==> src/rtl/mem_arbiter_pkg.sv <==
// Shared types for the two-port memory arbiter: port identifiers and
// response-slot occupancy states.
package mem_arbiter_pkg;

  typedef enum logic {
    PORT_IFU = 1'b0,
    PORT_LSU = 1'b1
  } port_e;

  typedef enum logic {
    EMPTY = 1'b0,
    FULL  = 1'b1
  } slot_state_e;

endpackage

==> src/rtl/mem_arbiter_if.sv <==
// Request/response bus of the fetch and load/store ports plus the byte-memory
// port; the arbiter takes the slave view, the requesters/memory the master view.
interface mem_arbiter_if #(
  parameter int AW = 11
);
  logic          i_ifu_req;
  logic [AW-1:0] i_ifu_addr;
  logic          o_ifu_ready;
  logic          o_ifu_rvalid;
  logic [31:0]   o_ifu_rdata;
  logic          i_ifu_rready;

  logic          i_lsu_req;
  logic [AW-1:0] i_lsu_addr;
  logic          i_lsu_wren;
  logic [3:0]    i_lsu_bmask;
  logic [31:0]   i_lsu_wdata;
  logic          o_lsu_ready;
  logic          o_lsu_rvalid;
  logic [31:0]   o_lsu_rdata;
  logic          i_lsu_rready;

  logic [AW-1:0] o_mem_addr;
  logic [3:0]    o_mem_bmask;
  logic [31:0]   o_mem_wdata;
  logic          o_mem_wren;
  logic [31:0]   i_mem_rdata;

  modport slave (
    input  i_ifu_req, i_ifu_addr, i_ifu_rready,
    output o_ifu_ready, o_ifu_rvalid, o_ifu_rdata,
    input  i_lsu_req, i_lsu_addr, i_lsu_wren, i_lsu_bmask, i_lsu_wdata, i_lsu_rready,
    output o_lsu_ready, o_lsu_rvalid, o_lsu_rdata,
    output o_mem_addr, o_mem_bmask, o_mem_wdata, o_mem_wren,
    input  i_mem_rdata
  );

  modport master (
    output i_ifu_req, i_ifu_addr, i_ifu_rready,
    input  o_ifu_ready, o_ifu_rvalid, o_ifu_rdata,
    output i_lsu_req, i_lsu_addr, i_lsu_wren, i_lsu_bmask, i_lsu_wdata, i_lsu_rready,
    input  o_lsu_ready, o_lsu_rvalid, o_lsu_rdata,
    input  o_mem_addr, o_mem_bmask, o_mem_wdata, o_mem_wren,
    output i_mem_rdata
  );
endinterface

==> src/rtl/mem_arbiter_rsp_slot.sv <==
// One-entry response holding register for a single requester port; reports
// whether it can take a new response this cycle.
module rsp_slot
  import mem_arbiter_pkg::*;
(
  input  logic        clk,
  input  logic        rst,
  input  logic        load,
  input  logic [31:0] load_data,
  input  logic        rready,
  output logic        rvalid,
  output logic [31:0] rdata,
  output logic        free
);

  slot_state_e state_q, state_d;
  logic [31:0] rdata_q, rdata_d;

  // A load in the same cycle as a drain wins, giving back-to-back responses.
  always_comb begin
    state_d = state_q;
    rdata_d = rdata_q;
    if (state_q == FULL && rready) begin
      state_d = EMPTY;
    end
    if (load) begin
      state_d = FULL;
      rdata_d = load_data;
    end
  end

  always_ff @(posedge clk) begin
    if (rst) begin
      state_q <= EMPTY;
      rdata_q <= '0;
    end else begin
      state_q <= state_d;
      rdata_q <= rdata_d;
    end
  end

  assign rvalid = (state_q == FULL);
  assign rdata  = rdata_q;
  assign free   = (state_q == EMPTY) || rready;

endmodule

==> src/rtl/mem_arbiter.sv <==
// Round-robin arbiter sharing one combinational byte-memory port between the
// fetch (read-only) and load/store requesters, one access per cycle.
module mem_arbiter
  import mem_arbiter_pkg::*;
#(
  parameter int N = 2048
) (
  input  logic          i_clk,
  input  logic          i_reset,
  mem_arbiter_if.slave  bus
);

  localparam int AW = $clog2(N);

  logic          ifu_free, lsu_free;
  logic          ifu_elig, lsu_elig;
  logic          gnt_ifu, gnt_lsu;
  port_e         prio_q, prio_d;
  logic [AW-1:0] mem_addr;
  logic [3:0]    mem_bmask;
  logic [31:0]   mem_wdata;
  logic          mem_wren;
  logic [31:0]   lsu_load_data;

  // prio_q names the port that wins the next contended cycle.
  always_comb begin
    ifu_elig = bus.i_ifu_req && ifu_free;
    lsu_elig = bus.i_lsu_req && lsu_free;
    gnt_ifu  = 1'b0;
    gnt_lsu  = 1'b0;
    if (!i_reset) begin
      if (ifu_elig && lsu_elig) begin
        gnt_ifu = (prio_q == PORT_IFU);
        gnt_lsu = (prio_q == PORT_LSU);
      end else begin
        gnt_ifu = ifu_elig;
        gnt_lsu = lsu_elig;
      end
    end
    prio_d = prio_q;
    if (gnt_ifu) begin
      prio_d = PORT_LSU;
    end else if (gnt_lsu) begin
      prio_d = PORT_IFU;
    end
  end

  always_ff @(posedge i_clk) begin
    if (i_reset) begin
      prio_q <= PORT_IFU;
    end else begin
      prio_q <= prio_d;
    end
  end

  always_comb begin
    mem_addr  = '0;
    mem_bmask = 4'b0000;
    mem_wdata = '0;
    mem_wren  = 1'b0;
    if (gnt_ifu) begin
      mem_addr = bus.i_ifu_addr;
    end else if (gnt_lsu) begin
      mem_addr  = bus.i_lsu_addr;
      mem_bmask = bus.i_lsu_bmask;
      mem_wdata = bus.i_lsu_wdata;
      mem_wren  = bus.i_lsu_wren;
    end
  end

  assign lsu_load_data   = bus.i_lsu_wren ? 32'h0 : bus.i_mem_rdata;

  assign bus.o_ifu_ready = gnt_ifu;
  assign bus.o_lsu_ready = gnt_lsu;
  assign bus.o_mem_addr  = mem_addr;
  assign bus.o_mem_bmask = mem_bmask;
  assign bus.o_mem_wdata = mem_wdata;
  assign bus.o_mem_wren  = mem_wren;

  rsp_slot u_ifu_slot (
    .clk       (i_clk),
    .rst       (i_reset),
    .load      (gnt_ifu),
    .load_data (bus.i_mem_rdata),
    .rready    (bus.i_ifu_rready),
    .rvalid    (bus.o_ifu_rvalid),
    .rdata     (bus.o_ifu_rdata),
    .free      (ifu_free)
  );

  rsp_slot u_lsu_slot (
    .clk       (i_clk),
    .rst       (i_reset),
    .load      (gnt_lsu),
    .load_data (lsu_load_data),
    .rready    (bus.i_lsu_rready),
    .rvalid    (bus.o_lsu_rvalid),
    .rdata     (bus.o_lsu_rdata),
    .free      (lsu_free)
  );

endmodule

==> src/flat_wrapper.sv <==
// flat-port wrapper written by rule: the top's interface ports become plain ports
module mem_arbiter_flat import mem_arbiter_pkg::*;
#(
  parameter int N = 2048
)
  (i_clk, i_reset, bus_i_ifu_req, bus_i_ifu_addr, bus_i_ifu_rready, bus_o_ifu_ready, bus_o_ifu_rvalid, bus_o_ifu_rdata, bus_i_lsu_req, bus_i_lsu_addr, bus_i_lsu_wren, bus_i_lsu_bmask, bus_i_lsu_wdata, bus_i_lsu_rready, bus_o_lsu_ready, bus_o_lsu_rvalid, bus_o_lsu_rdata, bus_o_mem_addr, bus_o_mem_bmask, bus_o_mem_wdata, bus_o_mem_wren, bus_i_mem_rdata);
  mem_arbiter_if #(.AW(($clog2(N)))) bus_i ();
  input  logic i_clk;
  input  logic i_reset;
  input wire logic [$bits(bus_i.i_ifu_req)-1:0] bus_i_ifu_req;
  input wire logic [$bits(bus_i.i_ifu_addr)-1:0] bus_i_ifu_addr;
  input wire logic [$bits(bus_i.i_ifu_rready)-1:0] bus_i_ifu_rready;
  output wire logic [$bits(bus_i.o_ifu_ready)-1:0] bus_o_ifu_ready;
  output wire logic [$bits(bus_i.o_ifu_rvalid)-1:0] bus_o_ifu_rvalid;
  output wire logic [$bits(bus_i.o_ifu_rdata)-1:0] bus_o_ifu_rdata;
  input wire logic [$bits(bus_i.i_lsu_req)-1:0] bus_i_lsu_req;
  input wire logic [$bits(bus_i.i_lsu_addr)-1:0] bus_i_lsu_addr;
  input wire logic [$bits(bus_i.i_lsu_wren)-1:0] bus_i_lsu_wren;
  input wire logic [$bits(bus_i.i_lsu_bmask)-1:0] bus_i_lsu_bmask;
  input wire logic [$bits(bus_i.i_lsu_wdata)-1:0] bus_i_lsu_wdata;
  input wire logic [$bits(bus_i.i_lsu_rready)-1:0] bus_i_lsu_rready;
  output wire logic [$bits(bus_i.o_lsu_ready)-1:0] bus_o_lsu_ready;
  output wire logic [$bits(bus_i.o_lsu_rvalid)-1:0] bus_o_lsu_rvalid;
  output wire logic [$bits(bus_i.o_lsu_rdata)-1:0] bus_o_lsu_rdata;
  output wire logic [$bits(bus_i.o_mem_addr)-1:0] bus_o_mem_addr;
  output wire logic [$bits(bus_i.o_mem_bmask)-1:0] bus_o_mem_bmask;
  output wire logic [$bits(bus_i.o_mem_wdata)-1:0] bus_o_mem_wdata;
  output wire logic [$bits(bus_i.o_mem_wren)-1:0] bus_o_mem_wren;
  input wire logic [$bits(bus_i.i_mem_rdata)-1:0] bus_i_mem_rdata;
  assign bus_i.i_ifu_req = bus_i_ifu_req;
  assign bus_i.i_ifu_addr = bus_i_ifu_addr;
  assign bus_i.i_ifu_rready = bus_i_ifu_rready;
  assign bus_o_ifu_ready = bus_i.o_ifu_ready;
  assign bus_o_ifu_rvalid = bus_i.o_ifu_rvalid;
  assign bus_o_ifu_rdata = bus_i.o_ifu_rdata;
  assign bus_i.i_lsu_req = bus_i_lsu_req;
  assign bus_i.i_lsu_addr = bus_i_lsu_addr;
  assign bus_i.i_lsu_wren = bus_i_lsu_wren;
  assign bus_i.i_lsu_bmask = bus_i_lsu_bmask;
  assign bus_i.i_lsu_wdata = bus_i_lsu_wdata;
  assign bus_i.i_lsu_rready = bus_i_lsu_rready;
  assign bus_o_lsu_ready = bus_i.o_lsu_ready;
  assign bus_o_lsu_rvalid = bus_i.o_lsu_rvalid;
  assign bus_o_lsu_rdata = bus_i.o_lsu_rdata;
  assign bus_o_mem_addr = bus_i.o_mem_addr;
  assign bus_o_mem_bmask = bus_i.o_mem_bmask;
  assign bus_o_mem_wdata = bus_i.o_mem_wdata;
  assign bus_o_mem_wren = bus_i.o_mem_wren;
  assign bus_i.i_mem_rdata = bus_i_mem_rdata;
  mem_arbiter #(.N(N)) u_core (.i_clk(i_clk), .i_reset(i_reset), .bus(bus_i));
endmodule
==> config.mk <==
export PLATFORM = sky130hd
export DESIGN_NAME = mem_arbiter_flat
export DESIGN_NICKNAME = d
export VERILOG_FILES = /design/src/rtl/mem_arbiter_pkg.sv /design/src/rtl/mem_arbiter_if.sv /design/src/rtl/mem_arbiter_rsp_slot.sv /design/src/rtl/mem_arbiter.sv /design/src/flat_wrapper.sv
export SDC_FILE = /design/constraint.sdc
export NUM_CORES = 1
export LEC_CHECK = 0
export CAP_MARGIN = 20
export CORE_ASPECT_RATIO = 0.75
export CORE_UTILIZATION = 40
export CTS_BUF_LIST = sky130_fd_sc_hd__clkbuf_8
export CTS_CLUSTER_SIZE = 14
export DETAILED_ROUTE_END_ITERATION = 10
export PLACE_DENSITY = 0.91
export REMOVE_ABC_BUFFERS = 1
export SLEW_MARGIN = 0
export SYNTH_ARGS = -nofsm -noshare
export SYNTH_HDL_FRONTEND = slang
export SYNTH_SLANG_ARGS = --single-unit
==> constraint.sdc <==
create_clock -name i_clk -period 4 [get_ports i_clk]
set_input_delay 0.6 -clock i_clk [delete_from_list [all_inputs] [get_ports i_clk]]
set_output_delay 0.6 -clock i_clk [all_outputs]
set_load 0.005 [all_outputs]
Word level (Yosys, flattened, before mapping):

Index checks and enable logic that the tools add are counted.
Widths: inputs -> output; s select.

* register bits: 67
* bits in latches: 0
* memory bits (writable): 0
* bits in read-only memories: 0
* input port bits: 97
* logic and storage cells: 37
* memories kept: 0

* add/sub/neg operators: 0
* multiply operators: 0
* divide/modulo/power cells: 0
* magnitude comparators: 0
* eq/ne operators: 0
* shift-type cells: 0
* multiplexer cells: 19
* bitwise operators: 3
* reduce and logical (&&, ||, !) cells: 10

Operators by type and width (number)
* $mux 32: 3
* $mux 11: 2
* $mux 1: 12
* $mux 4: 2
* $reduce_bool 2->1: 3
* $logic_and 1x1->1: 5
* $not 1->1: 3
* $logic_or 1x1->1: 2

Logic depth before layout (Yosys ltp):

* depth after elaboration: 8
* gate-level depth with buffers: 5
* mapped depth without buffers: 3

By module:

Synthesis repeated with hierarchy kept, for this count alone.

* cell total of the unflattened synthesis: 313
* area total of the unflattened synthesis: 3066.7 µm²

Modules (own cells, without submodules)
* rsp_slot: times used 2, cells an instance 108, area an instance 1204.9 µm²
* mem_arbiter: times used 1, cells an instance 97, area an instance 656.9 µm²

Least setup slack after synthesis:

Ideal clock, no wire load.

* kind: in2out
* start: input port bus_i_lsu_rready
* end: output port bus_o_mem_addr[3]
* arrival time: 1.382 ns
* required time: 3.400 ns
* path slack: 2.018 ns
* stages: 5
* path through: nand2b_1 o211a_1 buf_6 buf_6 a32o_1

* cells in the longest elaborated chain, start to end: 7
* elaborated cells on any way between the ends: 9

RTL lines
* start, declared: line flat_wrapper.sv:21 `input wire logic [$bits(bus_i.i_lsu_rready)-1:0] bus_i_lsu_rready;`
* $logic_or 1x1->1 *: line mem_arbiter_rsp_slot.sv:44 `assign free = (state_q == EMPTY) || rready;`
* $logic_and 1x1->1 *: line mem_arbiter.sv:28 `lsu_elig = bus.i_lsu_req && lsu_free;`
* $logic_and 1x1->1: line mem_arbiter.sv:32 `if (ifu_elig && lsu_elig) begin`
* $mux 1: line mem_arbiter.sv:32
* $mux 1: line mem_arbiter.sv:31 `if (!i_reset) begin`
* $mux 11: line mem_arbiter.sv:63 `end else if (gnt_lsu) begin`
* $mux 11 *: line mem_arbiter.sv:61 `if (gnt_ifu) begin`
* end, declared: line flat_wrapper.sv:25 `output wire logic [$bits(bus_i.o_mem_addr)-1:0] bus_o_mem_addr;`

Every way passes the cells marked *; elsewhere a longest branch is shown, timed or not.

Final worst setup path:

* start: input port bus_i_ifu_rready
* end: output port bus_o_mem_addr[3]

* cells in the longest elaborated chain, start to end: 7
* elaborated cells on any way between the ends: 9

RTL lines
* start, declared: line flat_wrapper.sv:12 `input wire logic [$bits(bus_i.i_ifu_rready)-1:0] bus_i_ifu_rready;`
* $logic_or 1x1->1 *: line mem_arbiter_rsp_slot.sv:44
* $logic_and 1x1->1 *: line mem_arbiter.sv:27 `ifu_elig = bus.i_ifu_req && ifu_free;`
* $logic_and 1x1->1: line mem_arbiter.sv:32
* $mux 1: line mem_arbiter.sv:32
* $mux 1: line mem_arbiter.sv:31
* $mux 11: line mem_arbiter.sv:63
* $mux 11 *: line mem_arbiter.sv:61

Marked as above.

==> impl_metrics.sql <==
INSERT INTO impl_metrics (metric_group, metric, value, unit) VALUES
('placed_design', 'globalplace.congestion', '0.845', ''),
('detailed_routing', 'drt_first_pass_iters', '5', ''),
('pwr', 'p_sw', '444', 'uW'),
('critical_path', 'critical_path_fanout_max', '19', ''),
('yosys', 'synth-compound-area-share', '0.0504', ''),
('pwr', 'cell_internal_pwr', '1.26', 'mW'),
('clocking', 'clock_insertion_delay_worst_skew', '0.34', 'ns'),
('sta', 'clock-skew-final', '0.00967', 'ns'),
('yosys', 'synth_seq_area_share', '0.406', ''),
('yosys', 'yosys.area_share.adder', '0', ''),
('floorplan', 'design.die.area', '8630', 'sq um'),
('clocking', 'cts-root-to-sink-buffers', '2', ''),
('pwr', 'cellLeakagePower', '2.14', 'nW'),
('detailed_routing', 'drt_first_iter_violations', '215', ''),
('yosys', 'post_synth_mux_area_share', '0.194', ''),
('placed_design', 'port_buffers', '212', ''),
('yosys', 'syn_inst', '368', ''),
('grt', 'grt_max_degree', '69', ''),
('flow_run', 'drv_cap', '0', ''),
('placed_design', 'detailed_place_hpwl', '8020', 'microns'),
('critical_path', 'required', '3.40', 'ns'),
('floorplan', 'std_cell_rows', '28', ''),
('final_layout', 'layout.nets', '664', ''),
('yosys', 'synth_warnings', '0', ''),
('pwr', 'cellPowerDensity', '302', 'nW/um^2'),
('final_layout', 'most-common-layout-cells', 'sky130_fd_sc_hd__clkdlybuf4s50_1 (212), sky130_fd_sc_hd__nand2_1 (97), sky130_fd_sc_hd__dfxtp_1 (67)', ''),
('yosys', 'xor_and_xnor_area_share_after_synthesis', '0', ''),
('critical_path', 'worstPathCellList', 'clkdlybuf4s50_1, nand2b_1, o211a_2, buf_4, a32o_1, clkdlybuf4s50_1', ''),
('clocking', 'clock_sinks', '67', ''),
('critical_path', 'crit_path_frequent_cell', 'sky130_fd_sc_hd__clkdlybuf4s50_1', ''),
('critical_path', 'buffers_inverters_on_critical_path', '3', ''),
('final_layout', 'filler_cell_count', '613', ''),
('final_layout', 'layout_commonest_cell', 'sky130_fd_sc_hd__clkdlybuf4s50_1', ''),
('yosys', 'combinational_family_with_the_most_area_after_synthesis', 'simple AND/OR/NAND/NOR gates', ''),
('yosys', 'syn_area', '3300', 'sq um'),
('floorplan', 'die_height', '80.7', 'microns'),
('sta', 'timing.final.max_slew_violations', '0', ''),
('detailed_routing', 'ant_nets', '0', ''),
('sta', 'final_min_period_over_clock_period', '0.810', ''),
('yosys', 'synth-seq-cells', '67', ''),
('critical_path', 'critPathSlowestCell', 'sky130_fd_sc_hd__clkdlybuf4s50_1', ''),
('clocking', 'cts-resized-gates', '0', ''),
('clocking', 'cts_hold_repair.buffers', '0', ''),
('final_layout', 'final_layout_size_suffix_gt1_frac', '0.0507', ''),
('clocking', 'cts-buffers-inserted', '9', ''),
('floorplan', 'initial_core_utilization', '0.415', ''),
('detailed_routing', 'drcViolationCount', '0', ''),
('detailed_routing', 'post_drt_via_cell_ratio', '4.85', ''),
('clocking', 'cts_root_buf', 'sky130_fd_sc_hd__clkbuf_8', ''),
('sta', 'maxSlewHeadroom', '0.600', ''),
('outcome', 'status', 'finished clean', ''),
('sta', 'finalSetupTns', '0', 'ns'),
('grt', 'grt_remaining_overflow', '0', ''),
('critical_path', 'critPathMaxStageDelay', '0.49', 'ns'),
('sta', 'period_needed', '3.24', 'ns'),
('yosys', 'syn-mean-instance-area', '8.98', 'sq um'),
('grt', 'number_of_global_route_vias_before_repair', '3163', ''),
('detailed_routing', 'drt-total-wl', '10500', 'microns'),
('detailed_routing', 'drt-wirelength-per-cell', '15.5', 'microns'),
('critical_path', 'crit_type', 'primary input to output pin', ''),
('final_layout', 'layout-area-overhead-vs-synth', '70.3', '%'),
('yosys', 'synthSimpleGateAreaFrac', '0.288', ''),
('pwr', 'share_of_total_power_consumed_by_net_switching', '0.261', ''),
('grt', 'grt_util_all_layers', '0.230', ''),
('sta', 'timing.final.setup_violations', '0', ''),
('critical_path', 'path_delay_family', 'buffers and inverters', ''),
('critical_path', 'worst_setup_path_start_kind', 'primary input', ''),
('clocking', 'ctsHtreeMaxLevel', '3', ''),
('worst_hold_path', 'hold_path.class', 'register to register', ''),
('final_layout', 'final_util', '0.708', ''),
('floorplan', 'design.portCount', '213', '');
## registers in the layout, summed over array words and instances, names as in the netlist
signal	cells
u_core.u_ifu_slot.rdata	32
u_core.u_lsu_slot.rdata	32
u_core.prio_q	1
u_core.u_ifu_slot.rvalid	1
u_core.u_lsu_slot.rvalid	1
## cells by family (layout without fill, tap and decap cells)
| family | count (synthesis) | after routing |
|---|---|---|
| buffers and inverters | 34 | 238 |
| multiplexers | 64 | 64 |
| AND/OR/NAND/NOR | 185 | 185 |
| AO/OA/AOI/OAI | 18 | 18 |
| flip-flops | 67 | 67 |
## power groups by stage
| stage | Combinational (mW) | Sequential, mW | Clock, mW |
|---|---|---|---|
| global placement | 0.402 | 0.741 | 0 |
| floorplan | 0.146 | 0.745 | 0 |
| global route | 0.441 | 0.733 | 0.613 |
| CTS | 0.414 | 0.729 | 0.577 |
| finish | 0.412 | 0.729 | 0.558 |
| detailed placement | 0.412 | 0.743 | 0 |
## synth_stat cells
library cell / number / area share
sky130_fd_sc_hd__dfxtp_1: 67 / 0.41
sky130_fd_sc_hd__o2111a_1: 1 / 0.0034
sky130_fd_sc_hd__clkbuf_1: 18 / 0.020
sky130_fd_sc_hd__nand2_1: 97 / 0.11
sky130_fd_sc_hd__nor3_1: 1 / 0.0015
sky130_fd_sc_hd__nand3b_1: 32 / 0.073
sky130_fd_sc_hd__mux2i_1: 64 / 0.19
sky130_fd_sc_hd__a21oi_1: 2 / 0.0030
sky130_fd_sc_hd__buf_1: 1 / 0.0011
sky130_fd_sc_hd__buf_2: 4 / 0.0061
sky130_fd_sc_hd__a32o_1: 11 / 0.033
sky130_fd_sc_hd__inv_2: 1 / 0.0011
sky130_fd_sc_hd__nand2b_1: 3 / 0.0057
sky130_fd_sc_hd__and2_1: 37 / 0.070
sky130_fd_sc_hd__buf_4: 1 / 0.0023
sky130_fd_sc_hd__o211a_1: 2 / 0.0061
sky130_fd_sc_hd__nor2b_1: 12 / 0.023
sky130_fd_sc_hd__buf_6: 9 / 0.031
sky130_fd_sc_hd__nor2_1: 2 / 0.0023
sky130_fd_sc_hd__nor2b_2: 1 / 0.0027
sky130_fd_sc_hd__o211ai_1: 1 / 0.0023
sky130_fd_sc_hd__o21a_1: 1 / 0.0023
## metrics by stage
step	total power, mW	hold WS, ns	instance area (sq um)	instances	setup slack [ns]
after floorplan	0.891	0.451	3100	335	0.773
after global placement	1.14	0.440	5430	661	0.844
after detailed placement	1.16	0.449	5430	661	0.802
after CTS	1.72	0.462	5630	677	0.784
after global routing	1.79	0.479	5630	677	0.663
final	1.70	0.457	5630	677	0.761
## worst register-to-register path: stages, from the launching register on
cell and delay [ns]:
sky130_fd_sc_hd__dfxtp_1 0.36, sky130_fd_sc_hd__nor2b_1 0.21, sky130_fd_sc_hd__o211a_2 0.49, sky130_fd_sc_hd__buf_4 0.37, sky130_fd_sc_hd__mux2i_1 0.25
## cell type report
class / count / area (sq um) / area share
Sequential cell: 67 / 1340 / 0.238
Tap cell: 105 / 131 / 0.0233
Timing Repair Buffer: 221 / 2190 / 0.389
Clock buffer: 9 / 124 / 0.0220
Clock inverter: 7 / 76.3 / 0.0136
Inverter: 1 / 6.26 / 0.00111
Multi-Input combinational cell: 267 / 1760 / 0.312
## layer usage
layer / part of all wire / vias up / track usage
li1: - / 1624 / -
met1: 0.42 / 1520 / 0.271
met2: 0.50 / 127 / 0.412
met3: 0.074 / 11 / 0.0722
met4: 0.0072 / 0 / 0.0507
met5: 0 / - / 0
## path summary, 6_finish.rpt
kind	depth (start not counted)	startpoint	end	slack [ns]
worst max-delay path	6	bus_i_ifu_rready	bus_o_mem_addr[3]	0.76
worst min-delay path	2	u_core.u_lsu_slot.rdata[19]$_SDFFE_PP0P_	u_core.u_lsu_slot.rdata[19]$_SDFFE_PP0P_	0.46
worst min register to register	2	u_core.u_lsu_slot.rdata[19]$_SDFFE_PP0P_	u_core.u_lsu_slot.rdata[19]$_SDFFE_PP0P_	0.46
worst max register to register	4	u_core.u_ifu_slot.rvalid$_SDFFE_PP0P_	u_core.u_lsu_slot.rdata[5]$_SDFFE_PP0P_	2.26
No activity file was read; power rests on OpenSTA's default activity.
